### src/rtl/mips_pkg.sv
// Shared MIPS pipeline definitions: fetch defaults, NOP encoding and IF-stage FSM states.
package mips_pkg;

    localparam logic [31:0] RESET_PC_DEF   = 32'h0000_3000;
    localparam logic [31:0] EXC_VECTOR_DEF = 32'h0000_4180;
    localparam logic [31:0] NOP            = 32'h0000_0000;

    typedef enum logic [1:0] {
        StIdle  = 2'd0,
        StFetch = 2'd1,
        StHold  = 2'd2
    } fetch_state_e;

endpackage

### src/rtl/fetch_skid_buf.sv
// One-entry {instr, pc} holding register for a fetch that completes while ID is stalled.
module fetch_skid_buf (
    input  logic        i_clk,
    input  logic        i_reset,
    input  logic        i_load,
    input  logic        i_clear,
    input  logic [31:0] i_instr,
    input  logic [31:0] i_pc,
    output logic        o_valid,
    output logic [31:0] o_instr,
    output logic [31:0] o_pc
);

    logic        r_valid;
    logic [31:0] r_instr;
    logic [31:0] r_pc;

    always_ff @(posedge i_clk or posedge i_reset) begin
        if (i_reset) begin
            r_valid <= 1'b0;
            r_instr <= 32'd0;
            r_pc    <= 32'd0;
        end else if (i_load) begin
            r_valid <= 1'b1;
            r_instr <= i_instr;
            r_pc    <= i_pc;
        end else if (i_clear) begin
            r_valid <= 1'b0;
        end
    end

    assign o_valid = r_valid;
    assign o_instr = r_instr;
    assign o_pc    = r_pc;

endmodule

### src/rtl/fetch_sequencer.sv
// IF-stage controller: owns the PC, sequences imem requests, honours delay-slot redirects.
// Optional misaligned-fetch exception enabled by defining FETCH_ALIGN_CHECK_EN.
module fetch_sequencer
    import mips_pkg::*;
#(
    parameter logic [31:0] RESET_PC   = RESET_PC_DEF
`ifdef FETCH_ALIGN_CHECK_EN
    ,
    parameter logic [31:0] EXC_VECTOR = EXC_VECTOR_DEF
`endif
) (
    input  logic        i_clk,
    input  logic        i_reset,
    input  logic        i_stall,
    input  logic        i_redirect_valid,
    input  logic [31:0] i_redirect_npc,
    output logic        o_imem_req,
    output logic [31:0] o_imem_addr,
    input  logic        i_imem_ack,
    input  logic [31:0] i_imem_rdata,
    output logic        o_if_valid,
    output logic [31:0] o_if_instr,
    output logic [31:0] o_if_pc,
    output logic [31:0] o_if_pc4,
    output logic        o_fetch_busy,
    output logic        o_fetch_exc
);

    fetch_state_e r_state, w_state_d;
    logic [31:0]  r_pc, r_pend_npc;
    logic         r_pend_v;
    logic         r_if_valid;
    logic [31:0]  r_if_instr, r_if_pc, r_if_pc4;

    logic         w_misalign, w_in_fetch, w_redirect;
    logic         w_deliver_mem, w_deliver_skid, w_complete, w_capture, w_bubble;
    logic         w_skid_valid;
    logic [31:0]  w_skid_instr, w_skid_pc, w_next_pc, w_done_pc;

`ifdef FETCH_ALIGN_CHECK_EN
    logic         r_fetch_exc;
    assign w_misalign = (r_state == StFetch) && (r_pc[1:0] != 2'b00);
`else
    assign w_misalign = 1'b0;
`endif

    assign w_in_fetch     = (r_state == StFetch) && !w_misalign;
    assign w_redirect     = i_redirect_valid && !i_stall;
    assign w_deliver_mem  = w_in_fetch && i_imem_ack && !i_stall;
    assign w_capture      = w_in_fetch && i_imem_ack && i_stall;
    assign w_bubble       = w_in_fetch && !i_imem_ack && !i_stall;
    assign w_deliver_skid = (r_state == StHold) && w_skid_valid && !i_stall;
    assign w_complete     = w_deliver_mem || w_deliver_skid;
    assign w_done_pc      = w_deliver_skid ? w_skid_pc : r_pc;

    // A redirect seen this cycle outranks an older pending one: latest target wins.
    assign w_next_pc = w_redirect ? i_redirect_npc :
                       r_pend_v   ? r_pend_npc     : r_pc + 32'd4;

    fetch_skid_buf u_skid (
        .i_clk   (i_clk),
        .i_reset (i_reset),
        .i_load  (w_capture),
        .i_clear (w_deliver_skid),
        .i_instr (i_imem_rdata),
        .i_pc    (r_pc),
        .o_valid (w_skid_valid),
        .o_instr (w_skid_instr),
        .o_pc    (w_skid_pc)
    );

    always_comb begin
        w_state_d = r_state;
        unique case (r_state)
            StIdle:  w_state_d = StFetch;
            StFetch: if (w_capture) w_state_d = StHold;
            StHold:  if (!i_stall) w_state_d = StFetch;
            default: w_state_d = StIdle;
        endcase
    end

    always_ff @(posedge i_clk or posedge i_reset) begin
        if (i_reset) begin
            r_state    <= StIdle;
            r_pc       <= RESET_PC;
            r_pend_v   <= 1'b0;
            r_pend_npc <= 32'd0;
            r_if_valid <= 1'b0;
            r_if_instr <= NOP;
            r_if_pc    <= 32'd0;
            r_if_pc4   <= 32'd0;
`ifdef FETCH_ALIGN_CHECK_EN
            r_fetch_exc <= 1'b0;
`endif
        end else begin
            r_state <= w_state_d;
            if (w_complete) begin
                r_if_valid <= 1'b1;
                r_if_instr <= w_deliver_skid ? w_skid_instr : i_imem_rdata;
                r_if_pc    <= w_done_pc;
                r_if_pc4   <= w_done_pc + 32'd4;
                r_pc       <= w_next_pc;
                r_pend_v   <= 1'b0;
            end else if (w_bubble) begin
                r_if_valid <= 1'b0;
            end
            // No instruction completes this cycle, so the delay slot is still ahead.
            if (w_redirect && !w_complete) begin
                r_pend_v   <= 1'b1;
                r_pend_npc <= i_redirect_npc;
            end
`ifdef FETCH_ALIGN_CHECK_EN
            if (w_misalign && !i_stall) begin
                r_if_valid  <= 1'b1;
                r_if_instr  <= NOP;
                r_if_pc     <= r_pc;
                r_if_pc4    <= r_pc + 32'd4;
                r_fetch_exc <= 1'b1;
                r_pc        <= EXC_VECTOR;
                r_pend_v    <= 1'b0;
            end else if (!i_stall) begin
                r_fetch_exc <= 1'b0;
            end
`endif
        end
    end

    assign o_imem_req   = w_in_fetch;
    assign o_imem_addr  = w_in_fetch ? {r_pc[31:2], 2'b00} : 32'd0;
    assign o_fetch_busy = w_in_fetch && !i_imem_ack;
    assign o_if_valid   = r_if_valid;
    assign o_if_instr   = r_if_instr;
    assign o_if_pc      = r_if_pc;
    assign o_if_pc4     = r_if_pc4;
`ifdef FETCH_ALIGN_CHECK_EN
    assign o_fetch_exc  = r_fetch_exc;
`else
    assign o_fetch_exc  = 1'b0;
`endif

endmodule

### config.mk
export PLATFORM = sky130hd
export DESIGN_NAME = fetch_sequencer
export DESIGN_NICKNAME = d
export VERILOG_FILES = /design/src/rtl/mips_pkg.sv /design/src/rtl/fetch_skid_buf.sv /design/src/rtl/fetch_sequencer.sv
export SDC_FILE = /design/constraint.sdc
export NUM_CORES = 1
export LEC_CHECK = 0
export CAP_MARGIN = 20
export CORE_ASPECT_RATIO = 0.5
export CORE_MARGIN = 5
export CORE_UTILIZATION = 35
export CTS_BUF_LIST = sky130_fd_sc_hd__clkbuf_2
export DETAILED_ROUTE_END_ITERATION = 6
export MAX_ROUTING_LAYER = met4
export SLEW_MARGIN = 20
export SYNTH_ARGS = -nofsm -noshare
export SYNTH_HDL_FRONTEND = slang
export SYNTH_SLANG_ARGS = --single-unit
### constraint.sdc
create_clock -name i_clk -period 18.5 [get_ports i_clk]
set_input_delay 3.7 -clock i_clk [delete_from_list [all_inputs] [get_ports i_clk]]
set_output_delay 3.7 -clock i_clk [all_outputs]
set_load 0.05 [all_outputs]
## Word-level counts from Yosys, hierarchy flattened

Cells that the tools add are included.

- Flip-flop bits (word level): 229
- Word-level logic and storage cells: 49
- Input port bits: 69
- Output and inout port bits: 132

- Reduce and logical (&&, ||, !) cells: 18
- $add $sub $neg: 2
- Mux-type cells: 14
- Equal/unequal tests: 4

Operator list:

| kind | number |
|---|---|
| 32-bit two-way mux | 5 |
| 32-bit by 3-bit adder with 32-bit output (second input constant) | 2 |
| 1-bit logical AND | 9 |
| 1-bit two-way mux | 6 |
| 2-bit one-hot mux with 3 select lines | 1 |
| 2-bit nonzero test | 3 |
| 2-bit two-way mux | 2 |
| 1-bit logical NOT | 3 |
| 2-bit by 1-bit == test with 1-bit output (second input constant) | 1 |
| 2-bit == test (second input constant) | 1 |
| 2-bit logical NOT | 1 |
| 2-bit by 1-bit != test with 1-bit output (second input constant) | 1 |
| 2-bit != test (second input constant) | 1 |
| 2-bit AND reduction | 1 |
| 1-bit logical OR | 1 |

## Logic depth before layout (Yosys ltp)

Gate-level depths: netlist (run 1).

- Depth after elaboration: 7
- Mapped depth: 16
- Gate-level depth less buffers: 9

## Modules after synthesis

A second synthesis (run 1) with hierarchy kept.

- Cells, all modules: 1133
- Area total of the unflattened synthesis: 11596.1 µm²

Modules (own cells, without submodules):

| module | cells an instance | area an instance (µm²) | times used | seq. area each (µm²) |
|---|---|---|---|---|
| fetch_sequencer | 994 | 8977.4 | 1 | 4056.4 |
| fetch_skid_buf | 139 | 2618.8 | 1 | 1626.6 |

## Least setup slack after synthesis (run 1)

OpenSTA, ideal clock, no wires.

- Path type: input-to-output
- Start: in i_imem_ack
- End: out o_fetch_busy
- Arrival: 4.354 ns
- Slack: 10.446 ns
- Stages: 1
- Required time: 14.800 ns
- Buffers on the path: 0
- Path through: nor2_1

- Longest elaborated chain between the ends: 2

Ends and longest elaborated chain:

| what | RTL line | text |
|---|---|---|
| start, declared | fetch_sequencer.sv:19 | `input logic i_imem_ack,` |
| 1-bit logical NOT | fetch_sequencer.sv:130 | `assign o_fetch_busy = w_in_fetch && !i_imem_ack;` |
| 1-bit logical AND | fetch_sequencer.sv:130 |  |
| end, declared | fetch_sequencer.sv:25 | `output logic o_fetch_busy,` |

No other way between the ends.

## Final worst setup path (run 1)

Ends and elaborated chain as after synthesis.

==> summary.txt, run 1 <==
Run status
  – Status: finished, final reports clean

Global routing
  – Global route total overflow: 0
  – Largest net degree at the start of global routing: 121
  – Global-route wire length before repair: ~55000 um
  – Vias in the first global route: 9664
  – Initial antenna violation count: 2
  – GRT Resource Usage Total: 19.4%

Route
  – DR WL/cell: 19.8 um
  – Final WL: about 35000 um
  – Antenna Nets Post-Route: 0
  – Vias: slightly below 10000
  – DRC Markers: 0
  – DRT iter0 DRCs: slightly above 800
  – Drt pass-1 iters: 5
  – Vias per inst: approximately 5.5

Power and ir drop
  – Pleak: 5.81 nW
  – Power after layout: around 0.0024 W
  – Pwr per Cell Area: ~170 nW/um^2
  – VDD IR-drop max: 0.0000682 V

Logic synthesis
  – Largest cells by area after synthesis: dfrtp_1, mux2_2, nand2_1, o21ai_0, mux2i_1
  – Yosys reg bits: approximately 230
  – Count leader, synth: dfrtp_1
  – Area leader, netlist: dfrtp_1
  – Synth top cells by count: dfrtp_1, nand2_1, mux2_2, o21ai_0, clkbuf_1
  – EDFF count, synth: 0
  – Warnings from Yosys: 0
  – Avg Synthesized Cell Area: roughly 10 um^2
  – Synthesized cell area: around 11000 um^2
  – Post-synthesis sequential area ratio: 50.3%
  – Asr flop ratio synth: 100%
  – Dominant synthesized flop cell: dfrtp_1
  – Synth top area share: between 40% and 50%
  – Synth unique cells: 70
  – Cells after Synth: approximately 1100

Clock tree
  – Post-CTS Resized: 0
  – CTS hold repair buffers: 0
  – Clk pin slew, worst setup/hold paths: ~0.090 ns
  – Worst skew pair latency: 0.94 ns
  – CTS tree: yes
  – CTS Sinks: between 200 and 250
  – TritonCTS Buffers: 58
  – CTS Buffer Depth: 3
  – Number of setup buffers added after CTS: 0
  – H-Tree Level Count: 2
  – Clock Root Buffer: clkbuf_2

STA
  – Unrepaired setup endpoints after global routing: no
  – Share of the clock period used by the worst path: 48.5%
  – Rel. slew slack: between 20 and 30%
  – Hold Vio Cnt, Final: 0
  – Fin. max-slew vios: 0
  – Setup TNS: 0 ns
  – Final setup fails: 0
  – Min Tclk post-route: approximately 9.0 ns
  – Tightest Pin Transition: about 1.1 ns
  – Fmax: 112 MHz
  – Clock Skew: just over 0.09 ns

Setup path
  – WP data required: roughly 15 ns
  – Arrival @ worst endpoint: about 5.3 ns
  – Startpoint types: input port
  – CP Max Fanout: 5
  – Setup CP Type: input port to primary output
  – CP endpoint kind: primary output

Floorplanning
  – Core Area: between 30000 and 40000 um^2
  – Io pins: 201
  – Chip width: ~260 um
  – FP Rows: 46
  – Die area: approximately 36000 um^2
  – Initial core utilization: between 30% and 40%
  – Die height: 137 um

Final layout
  – Layout fillers: roughly 3100
  – Nets@finish: about 1400
  – Area Growth Syn to Fin: 24.2%
  – Fraction of layout cells with a size suffix above 1: 16.1%

Placed design
  – GPL Wtd Cong: 0.865
  – Detailed Place HPWL: approximately 24000 um
  – IO Port Bufs: approximately 200

Run
  – MaxCap Viol Count: 0

Hold path
  – Hold WC Path Type: flop to flop
[final cells by class]
type | instances | area, um^2 | share of cell area (%)
antenna | 2 | 5.00 | 0.0357
clock buffer | 88 | 440 | 3.14
clock inverter | 14 | 55.1 | 0.392
inverter | 12 | 52.6 | 0.374
multi-input combinational | 795 | 5210 | 37.1
sequential | 227 | 5680 | 40.5
tap | 432 | 541 | 3.85
timing repair buffer | 208 | 2050 | 14.6
[cells in the final DEF (no fill, tap or decap), types with 5 or more instances in the layout]
master	instances
nor2_1	60
xor2_1	12
a31oi_1	15
o31ai_1	10
a211oi_1	6
o22ai_1	47
dfrtp_1	225
o311ai_0	5
o31a_1	5
o21a_1	6
inv_1	10
nand2b_1	10
a32o_1	6
a21o_1	10
and3_1	6
nor4_1	12
and4_1	8
nand3_1	41
mux2i_1	30
nand4_1	16
buf_4	11
clkbuf_2	88
mux2_2	98
xnor2_1	10
clkinv_1	11
o21ai_0	94
clkdlybuf4s50_1	197
a21oi_1	29
or3_1	8
and2_1	27
nor3_1	20
nand2_1	137
[critical path: stages]
cell and delay [ns]:
clkdlybuf4s50_1 0.54, nor2_1 0.20, clkdlybuf4s50_1 0.83
[logic make-up after synthesis]
kind of cell	Yosys count	share of synthesized area, %
AND/OR/NAND/NOR	364	15.7
AO/OA/AOI/OAI	276	15.6
flip-flops	227	50.3
multiplexers	128	12.4
buffers and inverters	110	4.08
XOR/XNOR	22	1.71
adder cells (fa/ha/maj)	2	0.221
other	1	0.0332
[power breakdown]
| group | switching, W | total, W | internal, W |
|---|---|---|---|
| clock | 0.000214 | 0.000339 | 0.000125 |
| sequential | 0.000216 | 0.000912 | 0.000696 |
| combinational | 0.000736 | 0.00115 | 0.000411 |
| total | 0.00117 | 0.00240 | 0.00123 |
[through the flow]
step / hold slack, ns / setup WS, ns / utilization (%) / cell area [um^2] / instances
after floorplan: 0.475 / 8.58 / - / 11300 / 1132
after global placement: 0.461 / 9.51 / 42.6 / 13500 / 1674
after detailed placement: 0.466 / 9.53 / 42.6 / 13500 / 1674
after CTS: 0.492 / 9.53 / 44.1 / 14000 / 1776
after global routing: 0.509 / 9.51 / 44.2 / 14000 / 1778
final: 0.485 / 9.53 / 44.2 / 14000 / 1778
[final timing paths]
kind / from / endpoint / slack, ns / cells past startpoint
worst max-delay path: i_imem_ack / o_fetch_busy / 9.53 / 3
worst min-delay path: o_if_pc4[11] / o_if_pc4[11] / 0.48 / 2
worst max register to register: r_state[1] / u_skid.o_instr[11] / 15.18 / 4
worst min register to register: o_if_pc4[11] / o_if_pc4[11] / 0.48 / 2
max in group asynchronous: i_reset / r_pend_npc[2] / 13.77 / 3
min in group asynchronous: i_reset / o_if_instr[26] / 3.36 / 2
[metal layers]
layer  up-vias  GRT usage, %  wire, um
li1       4491             -         -
met1      4881          26.2     16100
met2       288          29.6     16200
met3        74          3.48      1890
met4         0          7.24      1030
met5         -             -         0
[flip-flops by register name, indices dropped and copies added (netlist names)]
register        count
o_if_instr         32
o_if_pc            32
r_pc               32
r_pend_npc         32
u_skid.o_instr     32
u_skid.o_pc        32
o_if_pc4           30
r_state             2
o_if_valid          1
r_pend_v            1
u_skid.o_valid      1
Power figures use the tool's default switching activity.
==> run 2: changes to the inputs <==
==> constraint.sdc (replaced) <==
create_clock -name i_clk -period 7.4 [get_ports i_clk]
set_input_delay 1.48 -clock i_clk [delete_from_list [all_inputs] [get_ports i_clk]]
set_output_delay 1.48 -clock i_clk [all_outputs]
set_load 0.05 [all_outputs]
==> summary.txt, run 2 (synthesis gave the netlist of run 1 again) <==
Final layout
  – Nets@finish: approximately 1400
  – Fraction of layout cells with a size suffix above 1: ~15%
  – Commonest non-fill, non-tap cells in the layout: dfrtp_1, clkdlybuf4s50_1, nand2_1
  – Fin cells: about 1800
  – Multi-input gate area: approximately 5200 um^2
  – FF+latch area: approximately 5700 um^2
  – Post-route cell area: between 10000 and 15000 um^2
  – Layout fillers: between 3000 and 4000
  – Area Growth Syn to Fin: 24.6%
  – Commonest non-fill, non-tap cell in the layout: dfrtp_1

STA
  – Setup TNS: 0 ns
  – Fin. max-slew vios: 0
  – Min Tclk post-route: 5.14 ns
  – Hold Vio Cnt, Final: 0
  – Final setup fails: 0
  – Clock Skew: approximately 0.044 ns
  – Tightest Pin Transition: 1.05 ns
  – Rel. slew slack: 29.9%
  – Fmax: slightly below 200 MHz
  – Share of the clock period used by the worst path: between 60% and 70%
  – Unrepaired setup endpoints after global routing: no
  – Min Hold Slack: between 0.4 and 0.5 ns

Setup path
  – WP data required: approximately 6 ns
  – Crit-path cells: nand2b_1, inv_1, and2_1, clkdlybuf4s50_1
  – Top delay family on crit path: buffers and inverters
  – CP Max Fanout: 27
  – CP endpoint kind: primary output
  – Startpoint types: flop
  – Max incr delay on CP: 0.82 ns
  – Bufs and invs on worst path: 2
  – Setup CP Type: flop to primary output
  – Critical Path Slowest Stage Cell: inv_1
  – Arrival @ worst endpoint: ~3.7 ns
  – FF-to-FF setup slack: 3.78 ns

Clock tree
  – Worst skew pair latency: roughly 0.9 ns
  – Post-CTS Resized: 0
  – CTS tree: yes
  – CTS Sinks: roughly 230
  – CTS Buffer Depth: 3
  – Clock Root Buffer: clkbuf_2
  – H-Tree Level Count: 2
  – TritonCTS Buffers: between 50 and 60
  – Clk pin slew, worst setup/hold paths: 0.12 ns
  – CTS hold repair buffers: 0
  – Number of setup buffers added after CTS: 0

Route
  – Vias per inst: 5.45
  – DR WL/cell: roughly 20 um
  – Final WL: ~36000 um
  – DRT iter0 DRCs: just under 1000
  – DRC Markers: 0
  – Drt pass-1 iters: 6
  – Antenna Nets Post-Route: 0
  – Vias: around 9700

Power and ir drop
  – VDD IR-drop max: approximately 0.00019 V
  – Pwr per Cell Area: around 430 nW/um^2
  – Pleak: 5.80 nW
  – Power after layout: 0.00606 W

Global routing
  – Initial antenna violation count: 3
  – GRT Resource Usage Total: approximately 20%
  – Vias in the first global route: ~9700
  – Global-route wire length before repair: ~56000 um
  – Largest net degree at the start of global routing: about 140
  – Global route total overflow: 0

Placed design
  – DP Cell Count: between 1500 and 2000
  – GPL Wtd Cong: approximately 0.88
  – IO Port Bufs: roughly 200
  – Detailed Place HPWL: between 20000 and 25000 um
  – Placed inst area: roughly 14000 um^2

Run
  – MaxCap Viol Count: 0

Floorplanning
  – Die height: about 140 um
  – Die area: roughly 36000 um^2
  – FP Rows: 46
  – Chip width: 264 um
  – Core Area: between 30000 and 40000 um^2
  – Initial core utilization: a little over a third
  – Io pins: between 200 and 250

Run status
  – Status: finished, final reports clean

Hold path
  – Hold WC Path Type: flop to flop
[run 2: cell types whose count changed in the layout (fill, tap and decap cells not counted)]
cell,change
inv_2,-1
inv_8,-1
clkinv_1,+9
diode_2,+1
clkbuf_2,-12
clkinvlp_4,+1
buf_4,-1
bufinv_16,+2
buf_12,+1
[run 2: area by class of cell]
type / instances / area share [%]
Sequential cell: 227 / 40.4
Inverter: 12 / 0.347
Clock buffer: 76 / 2.70
Clock inverter: 24 / 1.03
Tap cell: 432 / 3.84
Timing Repair Buffer: 208 / 14.7
Antenna cell: 3 / 0.0533
Multi-Input combinational cell: 795 / 37.0
[run 2: final timing paths]
path | startpoint | endpoint | depth (start not counted)
worst max-delay path | r_state[1] | o_imem_addr[14] | 4
worst min-delay path | o_if_instr[14] | o_if_instr[14] | 2
worst max register to register | r_state[0] | o_if_pc4[30] | 9
worst min register to register | o_if_instr[14] | o_if_instr[14] | 2
max in group asynchronous | i_reset | u_skid.o_pc[28] | 3
min in group asynchronous | i_reset | o_if_instr[21] | 2
[run 2: report_power, final]
| part | total, W | leakage [nW] | switching [W] | internal (W) |
|---|---|---|---|---|
| Clock | 0.000891 | 0.383 | 0.000542 | 0.000349 |
| Sequential | 0.00229 | 2.75 | 0.000551 | 0.00174 |
| Combinational | 0.00288 | 2.67 | 0.00185 | 0.00103 |
[run 2: worst min-delay path: cells and delay by family, from the launching register on]
kind	cells	cell delay, ns
flip-flops	1	0.36
AO/OA/AOI/OAI	1	0.06
AND/OR/NAND/NOR	1	0.04
[run 2: through the flow]
| step | worst slack [ns] | util [%] |
|---|---|---|
| final | 2.26 | 44.3 |
| after global routing | 2.06 | 44.3 |
| after global placement | 2.17 | 42.6 |
| after detailed placement | 2.00 | 42.6 |
| after floorplan | 2.50 | - |
| after CTS | 2.19 | 44.3 |
[run 2: routing by layer]
metal	GRT usage [%]	wire [um]
met2	31.0	16600
met4	5.34	663
met1	26.3	16000
met5	-	0
met3	4.26	2280
==> run 3: changes to the inputs <==
==> constraint.sdc (replaced) <==
create_clock -name i_clk -period 5 [get_ports i_clk]
set_input_delay 1 -clock i_clk [delete_from_list [all_inputs] [get_ports i_clk]]
set_output_delay 1 -clock i_clk [all_outputs]
set_load 0.05 [all_outputs]
==> summary.txt, run 3 (synthesis gave the netlist of run 1 again) <==
Power and ir drop
  – Part of the power in registers: roughly two fifths
  – Pleak: a little under 6 nW
  – Clock power frac: between 10 and 15%
  – Internal power of the cells: between 0.004 and 0.005 W
  – VDD IR-drop max: 0.000245 V
  – Pwr per Cell Area: ~630 nW/um^2
  – Switching Share: approximately half
  – Power after layout: ~0.0089 W
  – Comb pwr share: between 40 and 50%
  – Switch Pwr: roughly 0.0043 W

Run status
  – Status: finished, final reports clean

Final layout
  – Fin cells: about 1800
  – Commonest non-fill, non-tap cell in the layout: dfrtp_1
  – Layout fillers: between 3000 and 4000
  – Post-route cell area: 14100 um^2
  – Area Growth Syn to Fin: 24.9%
  – Nets@finish: 1375
  – Commonest non-fill, non-tap cells in the layout: dfrtp_1, clkdlybuf4s50_1, nand2_1
  – Fraction of layout cells with a size suffix above 1: about 16%

Setup path
  – Arrival @ worst endpoint: between 3 and 4 ns
  – Setup CP Type: flop to primary output
  – CP Max Fanout: 27
  – WP data required: roughly 4 ns
  – FF-to-FF setup slack: around 1.9 ns
  – Critical path startpoint: r_state[1]
  – CP endpoint kind: primary output
  – Startpoint types: flop
  – RR Startpoint: r_pc[4]

Route
  – Vias: 9586
  – DR WL/cell: 20.0 um
  – Antenna Nets Post-Route: 0
  – DRC Markers: 0
  – DRT iter0 DRCs: 840
  – Vias per inst: about 5.4
  – Final WL: ~35000 um
  – Drt pass-1 iters: 5

Floorplanning
  – Die area: 36200 um^2
  – Chip width: 264 um
  – Die height: between 100 and 150 um
  – Io pins: 201
  – Initial core utilization: between 30% and 40%
  – FP Rows: 46
  – Core Area: between 30000 and 40000 um^2

STA
  – Min Hold Slack: roughly 0.5 ns
  – Unrepaired setup endpoints after global routing: no
  – Min Tclk post-route: 4.45 ns
  – Hold Vio Cnt, Final: 0
  – Final setup fails: 0
  – Fin. max-slew vios: 0
  – Rel. slew slack: a little over a third
  – Tightest Pin Transition: roughly 0.96 ns
  – Clock Skew: approximately 0.082 ns
  – Fmax: about 220 MHz
  – Setup TNS: 0 ns
  – Share of the clock period used by the worst path: 89.1%

Run
  – MaxCap Viol Count: 0

Hold path
  – Hold WC Path Type: flop to flop
  – HP Start: o_if_instr[1]

Clock tree
  – Number of setup buffers added after CTS: 0
  – Worst skew pair latency: 0.88 ns
  – CTS Sinks: 227
  – CTS Buffer Depth: 3
  – CTS tree: yes
  – H-Tree Level Count: 2
  – Clock Root Buffer: clkbuf_2
  – Post-CTS Resized: 0
  – Clk pin slew, worst setup/hold paths: approximately 0.10 ns
  – CTS hold repair buffers: 0
  – TritonCTS Buffers: 54

Global routing
  – Vias in the first global route: roughly 9700
  – GRT Resource Usage Total: 19.7%
  – Initial antenna violation count: 2
  – Global route total overflow: 0
  – Global-route wire length before repair: between 50000 and 60000 um
  – Largest net degree at the start of global routing: between 100 and 150

Placed design
  – DP Cell Count: between 1500 and 2000
  – Placed inst area: roughly 14000 um^2
  – Detailed Place HPWL: 24300 um
  – GPL Wtd Cong: about 0.88
  – IO Port Bufs: roughly 200
## run 3: cell count changes in the layout (fill, tap and decap cells not counted), sizes merged
cell    previous run  this run
clkinv            22        15
buf               11        17
diode              3         1
bufinv             2         1
clkbuf            76        77
## run 3: layer usage
metal,part of all wire (%),track usage (%)
met2,48,31.2
met5,0,-
met3,6.0,4.45
met4,1.8,5.28
met1,44,25.9
## run 3: area by class of cell
| type | instances | area, um^2 | area share (%) |
|---|---|---|---|
| Timing Repair Buffer | 214 | 2160 | 15.3 |
| Tap cell | 432 | 541 | 3.83 |
| Inverter | 12 | 48.8 | 0.346 |
| Clock inverter | 16 | 88.8 | 0.630 |
| Multi-Input combinational cell | 795 | 5200 | 36.9 |
| Clock buffer | 77 | 385 | 2.73 |
| Sequential cell | 227 | 5680 | 40.3 |
| Antenna cell | 1 | 2.50 | 0.0177 |
## run 3: final timing paths
check	to	depth (start not counted)
worst max-delay path	o_imem_addr[5]	4
worst min-delay path	o_if_instr[1]	2
worst max register to register	o_if_pc4[29]	6
worst min register to register	o_if_instr[1]	2
max in group asynchronous	r_pend_npc[8]	3
min in group asynchronous	u_skid.o_instr[25]	2
## run 3: critical path: stages (launching register included)
cell and delay [ns]:
dfrtp_1 0.46, nand2b_1 0.35, inv_1 0.73, and2_1 0.24, clkdlybuf4s50_1 0.82
## run 3: power by group through the flow
stage	Clock (W)	Combinational, W	Sequential, W
after floorplan	0	0.00187	0.00420
after global placement	0	0.00421	0.00341
after detailed placement	0	0.00426	0.00344
after CTS	0.00129	0.00427	0.00341
after global routing	0.00139	0.00450	0.00352
final	0.00124	0.00423	0.00342
## run 3: stage by stage
step	utilization, %	setup WS (ns)
finish	44.4	0.546
global route	44.4	0.313
CTS	44.3	0.434
detailed placement	42.9	0.725
global placement	42.9	0.877
floorplan	-	0.579
